### config.mk
export PLATFORM = sky130hd
export DESIGN_NAME = cache_fill_responder
export DESIGN_NICKNAME = d
export VERILOG_FILES = /design/src/rtl/cache_fill_responder.sv
export SDC_FILE = /design/constraint.sdc
export NUM_CORES = 1
export LEC_CHECK = 0
export ABC_AREA = 1
export ABC_CLOCK_PERIOD_IN_PS = 3900
export CAP_MARGIN = 25
export CORE_AREA = 2 2 297 299
export CTS_CLUSTER_SIZE = 25
export DETAILED_ROUTE_END_ITERATION = 7
export DIE_AREA = 0 0 299 301
export GPL_ROUTABILITY_DRIVEN = 1
export GPL_TIMING_DRIVEN = 0
export HOLD_SLACK_MARGIN = 0.08
export REMOVE_ABC_BUFFERS = 1
export SLEW_MARGIN = 10
export SYNTH_ARGS = -nofsm -noshare
export SYNTH_HDL_FRONTEND = slang
export SYNTH_SLANG_ARGS = --single-unit
### constraint.sdc
create_clock -name clk -period 3.9 [get_ports clk]
set_input_delay 0.975 -clock clk [delete_from_list [all_inputs] [get_ports clk]]
set_output_delay 0.975 -clock clk [all_outputs]
set_load 0.01 [all_outputs]
### src/rtl/cache_fill_responder.sv
// cache_fill_responder
//   Memory-side responder for the cache line-fill protocol. Accepts one request
//   from a cache, acks it, reads the line-aligned block of 1<<LOGLINEOFFSET words
//   from a single-outstanding memory port, then returns the words as beats.
//
//   Ports
//     clk, reset            clock; asynchronous active-high reset
//     reqcyc/req/reqtag     cache request (req is a byte address, any word in line)
//     reqack                one-cycle accept pulse, the cycle after acceptance
//     respcyc/resp/resptag  response beat, transferred on respcyc && respack
//     respack               beat accept from cache
//     mem_rd/mem_addr       memory read command, held until mem_ready
//     mem_ready             command accept
//     mem_rvalid/mem_rdata  in-order read data, one per accepted command
//
//   Optional feature: define CACHE_FILL_STREAM_EN to overlap fetch and response,
//   presenting each beat as soon as its word has arrived.
module cache_fill_responder #(
  parameter int WORDSIZE      = 64,
  parameter int LOGLINEOFFSET = 3,
  parameter int TAGWIDTH      = 13
) (
  input  logic                clk,
  input  logic                reset,
  input  logic                reqcyc,
  input  logic [WORDSIZE-1:0] req,
  input  logic [TAGWIDTH-1:0] reqtag,
  output logic                reqack,
  output logic                respcyc,
  output logic [WORDSIZE-1:0] resp,
  output logic [TAGWIDTH-1:0] resptag,
  input  logic                respack,
  output logic                mem_rd,
  output logic [WORDSIZE-1:0] mem_addr,
  input  logic                mem_ready,
  input  logic                mem_rvalid,
  input  logic [WORDSIZE-1:0] mem_rdata
);
  localparam int N      = 1 << LOGLINEOFFSET;
  localparam int BYTESH = $clog2(WORDSIZE / 8);
  // Line alignment in byte-address terms: word offset plus byte-in-word bits.
  localparam int LINESH = LOGLINEOFFSET + BYTESH;

  typedef enum logic [1:0] {IDLE, FETCH, RESP} state_t;

  state_t                     state, nextState;
  logic [WORDSIZE-1:0]        base;
  logic [TAGWIDTH-1:0]        tag;
  logic                       reqackR;
  // issueCnt counts to N inclusive; its MSB doubles as "all commands issued".
  logic [LOGLINEOFFSET:0]     issueCnt;
  logic [LOGLINEOFFSET-1:0]   rcvCnt;
  logic [LOGLINEOFFSET-1:0]   beatIdx;
  logic                       outstanding;
  logic [N-1:0]               lineValid;
  logic [WORDSIZE-1:0]        lineBuf [N];
  logic [WORDSIZE-1:0]        offs;

  logic accept, issueFire, rdataFire, lastRdata, respValid, beatFire, lastBeat;
  logic unusedReqOffset;

  // Offset bits of req never matter: fills are always line-aligned, 0..N-1.
  assign unusedReqOffset = ^req[LINESH-1:0];

  assign accept    = (state == IDLE) && reqcyc;
  assign mem_rd    = (state == FETCH) && !issueCnt[LOGLINEOFFSET] && !outstanding;
  assign issueFire = mem_rd && mem_ready;
  // Data with nothing outstanding is dropped here.
  assign rdataFire = mem_rvalid && outstanding;
  assign lastRdata = rdataFire && (rcvCnt == '1);

`ifdef CACHE_FILL_STREAM_EN
  assign respValid = ((state == FETCH) || (state == RESP)) && lineValid[beatIdx];
`else
  assign respValid = (state == RESP) && lineValid[beatIdx];
`endif

  assign beatFire = respValid && respack;
  assign lastBeat = beatFire && (beatIdx == '1);

  // Address wraps modulo 2^WORDSIZE; base is line-aligned so no line crossing.
  assign offs     = WORDSIZE'(issueCnt) << BYTESH;
  assign mem_addr = mem_rd ? (base + offs) : '0;

  // Data outputs are gated so nothing stale shows when no beat is presented.
  assign respcyc = respValid;
  assign resp    = respValid ? lineBuf[beatIdx] : '0;
  assign resptag = respValid ? tag : '0;
  assign reqack  = reqackR;

  always_ff @(posedge clk or posedge reset) begin
    if (reset) state <= IDLE;
    else       state <= nextState;
  end

  always_comb begin
    nextState = state;
    case (state)
      IDLE:    if (reqcyc)    nextState = FETCH;
      FETCH:   if (lastRdata) nextState = RESP;
      RESP:    if (lastBeat)  nextState = IDLE;
      default:                nextState = IDLE;
    endcase
  end

  always_ff @(posedge clk or posedge reset) begin
    if (reset) begin
      base        <= '0;
      tag         <= '0;
      reqackR     <= 1'b0;
      issueCnt    <= '0;
      rcvCnt      <= '0;
      beatIdx     <= '0;
      outstanding <= 1'b0;
      lineValid   <= '0;
    end else begin
      reqackR <= 1'b0;
      if (accept) begin
        base        <= {req[WORDSIZE-1:LINESH], {LINESH{1'b0}}};
        tag         <= reqtag;
        reqackR     <= 1'b1;
        issueCnt    <= '0;
        rcvCnt      <= '0;
        beatIdx     <= '0;
        outstanding <= 1'b0;
        lineValid   <= '0;
      end
      if (issueFire) begin
        issueCnt    <= issueCnt + 1'b1;
        outstanding <= 1'b1;
      end
      if (rdataFire) begin
        rcvCnt            <= rcvCnt + 1'b1;
        lineValid[rcvCnt] <= 1'b1;
        outstanding       <= 1'b0;
      end
      if (beatFire) beatIdx <= beatIdx + 1'b1;
    end
  end

  // Line storage needs no reset: every read is qualified by lineValid.
  always_ff @(posedge clk) begin
    if (rdataFire) lineBuf[rcvCnt] <= mem_rdata;
  end
endmodule

==> metrics.txt <==
# TYPE chip_impl_metric gauge
chip_impl_metric{name="grt_antenna_before_repair",unit=""} 8
chip_impl_metric{name="die_y",unit="microns"} 301
chip_impl_metric{name="post-route-min-period",unit="ns"} 3.90
chip_impl_metric{name="flow.area_growth_from_synthesis",unit="%"} 33.8
chip_impl_info{name="rsz0062_at_grt",value="yes"} 1
chip_impl_metric{name="globalRouteOverflowTotal",unit=""} 0
chip_impl_metric{name="groute.layer.met3.usage",unit="%"} 3.30
chip_impl_metric{name="n_antenna_cell",unit=""} 0
chip_impl_metric{name="grt_max_degree",unit=""} 65
chip_impl_metric{name="syn-mean-instance-area",unit="sq um"} 11.3
chip_impl_info{name="timing_worst_setup_path_type",value="flip-flop to primary output"} 1
chip_impl_metric{name="cts_buffers",unit=""} 72
chip_impl_metric{name="fillerInstances",unit=""} 8286
chip_impl_metric{name="hold_depth",unit=""} 2
chip_impl_metric{name="setup_slack_reg_to_reg",unit="ns"} 1.26
chip_impl_metric{name="dieArea",unit="sq um"} 90000
chip_impl_metric{name="total_power_divided_by_cell_area",unit="nW/um^2"} 623
chip_impl_metric{name="multi_input_area",unit="sq um"} 7710
chip_impl_metric{name="seq_area_frac_synth",unit="%"} 68.6
chip_impl_metric{name="timing.clock.skew",unit="ns"} 0.0483
chip_impl_info{name="root_buffer",value="clkbuf_16"} 1
chip_impl_metric{name="yosys_warnings",unit=""} 0
chip_impl_metric{name="htree_levels",unit=""} 3
chip_impl_metric{name="layoutNonFillerInstCount",unit=""} 3857
chip_impl_metric{name="detail_route_antenna_nets",unit=""} 0
chip_impl_metric{name="netlist_instances",unit=""} 2286
chip_impl_metric{name="place.detailed.hpwl",unit="microns"} 45200
chip_impl_metric{name="ir_drop",unit="mV"} 0.405
chip_impl_info{name="violations",value="setup timing"} 1
chip_impl_metric{name="drtIter0Drc",unit=""} 1407
chip_impl_metric{name="core_region_area",unit="sq um"} 86500
chip_impl_metric{name="gp_routability_congestion",unit=""} 0.911
chip_impl_metric{name="finalPower",unit="mW"} 21.5
chip_impl_metric{name="fp-row-count",unit=""} 108
chip_impl_info{name="setup.worst_path.start",value="beatIdx[0]"} 1
chip_impl_metric{name="synth.cell_area",unit="sq um"} 25800
chip_impl_info{name="grt_busiest_layer",value="met2"} 1
chip_impl_info{name="setup.worst_path.end_class",value="primary output"} 1
chip_impl_metric{name="tritoncts_num_sinks",unit=""} 605
chip_impl_info{name="yosys_most_used_dff",value="edfxtp_1"} 1
chip_impl_metric{name="power.leakage",unit="nW"} 13.4
chip_impl_metric{name="final_nets",unit=""} 2797
chip_impl_metric{name="finalWirelength",unit="microns"} 84900
chip_impl_metric{name="use_met2",unit="%"} 29.8
chip_impl_metric{name="timing.max_slew.rel_slack",unit="%"} 41.5
chip_impl_metric{name="global_route.usage.total",unit="%"} 18.4
chip_impl_metric{name="cp_slowest_stage_delay",unit="ns"} 0.50
chip_impl_metric{name="cp.arrival",unit="ns"} 2.93
chip_impl_info{name="worstPathCellList",value="buf_16 > inv_16 > buf_16 > nand2_1 > nand3_1 > nand2_2 > nand2_4 > nand2_8 > buf_12 > nand2_8 > buf_12 > buf_4 > nor2_1 > dlygate4sd2_1"} 1
chip_impl_info{name="netlist.top_cell.by_area",value="edfxtp_1"} 1
chip_impl_metric{name="cap_viol_max_count",unit=""} 0
chip_impl_metric{name="synth-async-reset-ratio",unit="%"} 15.4
chip_impl_metric{name="timing.fmax",unit="GHz"} 0.256
chip_impl_metric{name="synth_seq_cells",unit=""} 605
chip_impl_metric{name="initial_core_util",unit="%"} 29.8
chip_impl_metric{name="holdBufCountCts",unit=""} 0
chip_impl_metric{name="cp.required",unit="ns"} 2.92
chip_impl_info{name="r2r-end",value="lineBuf[5][21]"} 1
chip_impl_metric{name="place.detailed.instances",unit=""} 3636
chip_impl_metric{name="drc",unit=""} 0
chip_impl_metric{name="port_buffers",unit=""} 281
chip_impl_metric{name="worst_r2r_path_depth",unit=""} 6
chip_impl_metric{name="post_route_cells_drive_above_1_share",unit="%"} 12.7
chip_impl_metric{name="grt_first_pass_wirelength",unit="microns"} 121000
chip_impl_metric{name="io-pin-count",unit=""} 291
chip_impl_info{name="endpoint",value="resp[17]"} 1
chip_impl_info{name="rr_startpoint",value="outstanding"} 1
chip_impl_metric{name="fin_crit_sh",unit="%"} 100
chip_impl_metric{name="vias",unit=""} 18764
chip_impl_metric{name="synthDominantCellAreaShare",unit="%"} 59.6
chip_impl_metric{name="final-hold-violation-count",unit=""} 0
chip_impl_metric{name="clk_transition_reported_paths",unit="ns"} 0.06
chip_impl_info{name="tritoncts",value="yes"} 1
chip_impl_metric{name="grtUsageMet1",unit="%"} 25.2
chip_impl_metric{name="routedWlPerCell",unit="microns"} 22.0
chip_impl_metric{name="via_count_of_the_first_global_routing_pass",unit=""} 17812
chip_impl_info{name="worst_path_max_delay_cell",value="dfrtp_4"} 1
chip_impl_metric{name="synth_enable_flop_cells",unit=""} 512
chip_impl_metric{name="final-seq-area",unit="sq um"} 17700
chip_impl_metric{name="worst_skew_pair.late_latency",unit="ns"} 0.65
chip_impl_metric{name="die_w",unit="microns"} 299
chip_impl_info{name="critPathLaunchType",value="flip-flop"} 1
chip_impl_metric{name="synth.distinct_cells",unit=""} 31
chip_impl_info{name="hp-class",value="flip-flop to flip-flop"} 1
chip_impl_metric{name="final_critical_path_setup_slack",unit="ns"} -0.00139
chip_impl_metric{name="avgViaCountPerCell",unit=""} 4.86
chip_impl_info{name="yosys-top-cells-area",value="edfxtp_1, dfrtp_1, nand2_1"} 1
chip_impl_info{name="run_status",value="finished, violations left"} 1
chip_impl_metric{name="finalSetupViolCount",unit=""} 2
chip_impl_metric{name="drtPass1Iterations",unit=""} 6
chip_impl_metric{name="finalMaxSlewViolations",unit=""} 0
chip_impl_metric{name="tightestPinTransition",unit="ns"} 0.876
chip_impl_metric{name="cp_max_fo",unit=""} 12
chip_impl_metric{name="buffers_from_clock_root_to_sink_at_most",unit=""} 3
critical path: cells and delay by family (launching register included):
family / cells / cell delay [ns]
simple gates: 7 / 0.62
flops: 1 / 0.50
buf+inv: 7 / 1.16
logic make-up after synthesis:
logic type | count (synthesis) | share of synthesized area, %
and+or+nand+nor | 913 | 13.8
DFF | 605 | 68.6
AOI/OAI and AO/OA | 467 | 10.4
buffers and inverters | 207 | 3.65
muxes | 64 | 2.48
xor gates and xnor gates | 22 | 0.747
adders and majority gates | 7 | 0.339
other | 1 | 0.0145
area by class of cell:
| cell class | count | area share (%) |
|---|---|---|
| well taps | 1155 | 4.19 |
| inverters | 81 | 1.03 |
| multi-input cells | 1485 | 22.3 |
| clock buffers | 97 | 5.67 |
| flip-flops and latches | 605 | 51.3 |
| clock inverters | 36 | 1.50 |
| repair inverters | 5 | 0.134 |
| repair buffers | 393 | 13.8 |
flip-flops by register name, indices dropped and copies added (netlist names):
| name | flops |
|---|---|
| reqack | 1 |
| lineValid | 8 |
| outstanding | 1 |
| issueCnt | 4 |
| state | 2 |
| base | 58 |
| rcvCnt | 3 |
| lineBuf | 512 |
| tag | 13 |
| beatIdx | 3 |
worst min-delay path by stage:
stage | slack (ns) | from | endpoint
floorplan | 0.46 | base[6] | base[6]
global placement | 0.49 | base[6] | base[6]
detailed placement | 0.50 | base[6] | base[6]
CTS | 0.52 | base[63] | base[63]
global route | 0.55 | lineValid[4] | lineValid[4]
finish | 0.52 | base[63] | base[63]
cells in the mapped netlist, types with 5 or more instances:
library cell / count
a21oi_1: 262
dfrtp_1: 93
nand2_1: 606
nand3_1: 26
o22ai_1: 9
xnor2_1: 5
nand4_1: 17
buf_2: 84
xor2_1: 17
buf_4: 9
inv_2: 10
o21ai_1: 25
edfxtp_1: 512
mux2i_1: 64
clkbuf_1: 29
nor2_2: 8
a22oi_1: 128
o21ai_0: 40
inv_1: 70
nor2_1: 245
ha_1: 7
placed cells by master (no fill, tap or decap), types with 20 or more instances in the layout:
cell,n
a21oi_1,262
a22oi_1,128
buf_12,31
buf_16,29
buf_4,33
clkbuf_1,20
clkbuf_16,74
clkdlybuf4s50_1,187
dfrtp_1,87
dlygate4sd2_1,58
edfxtp_1,512
inv_1,68
mux2i_1,63
nand2_1,596
nand3_1,26
nor2_1,204
nor2_4,39
o21ai_0,40
o21ai_1,25
stage by stage:
stage	setup TNS (ns)	hold WS [ns]	instance area [sq um]	setup WS [ns]	util, %
after floorplan	-745.01	0.455	25200	-5.44	-
after global placement	-3744.24	0.491	29400	-14.40	34.0
after detailed placement	-58.87	0.495	30500	-1.08	35.2
after CTS	-1.00	0.516	34300	-0.187	39.7
after global routing	-0.833	0.552	34500	-0.129	39.9
final	-0.00173	0.521	34500	-0.00139	39.9
routing by layer:
layer | routed length [microns] | part of all wire, % | vias up
li1 | - | - | 8767
met1 | 37700 | 44 | 9170
met2 | 39500 | 47 | 685
met3 | 5350 | 6.3 | 130
met4 | 2210 | 2.6 | 12
met5 | 81 | 0.095 | -
power by group:
| part | total, mW | internal [mW] | switching, mW | leakage (nW) |
|---|---|---|---|---|
| combinational | 6.42 | 2.54 | 3.88 | 6.48 |
| clock | 6.88 | 4.06 | 2.82 | 1.18 |
| sequential | 8.21 | 7.67 | 0.538 | 5.78 |
repair_timing:
action | CTS | global route
setup buffers | 49 | 5
gates resized for setup | 250 | 36
endpoints found under the setup margin | 133 | 77
pin swaps | 22 | 4
gates cloned | 32 | 1
No activity file was read; power rests on OpenSTA's default activity.
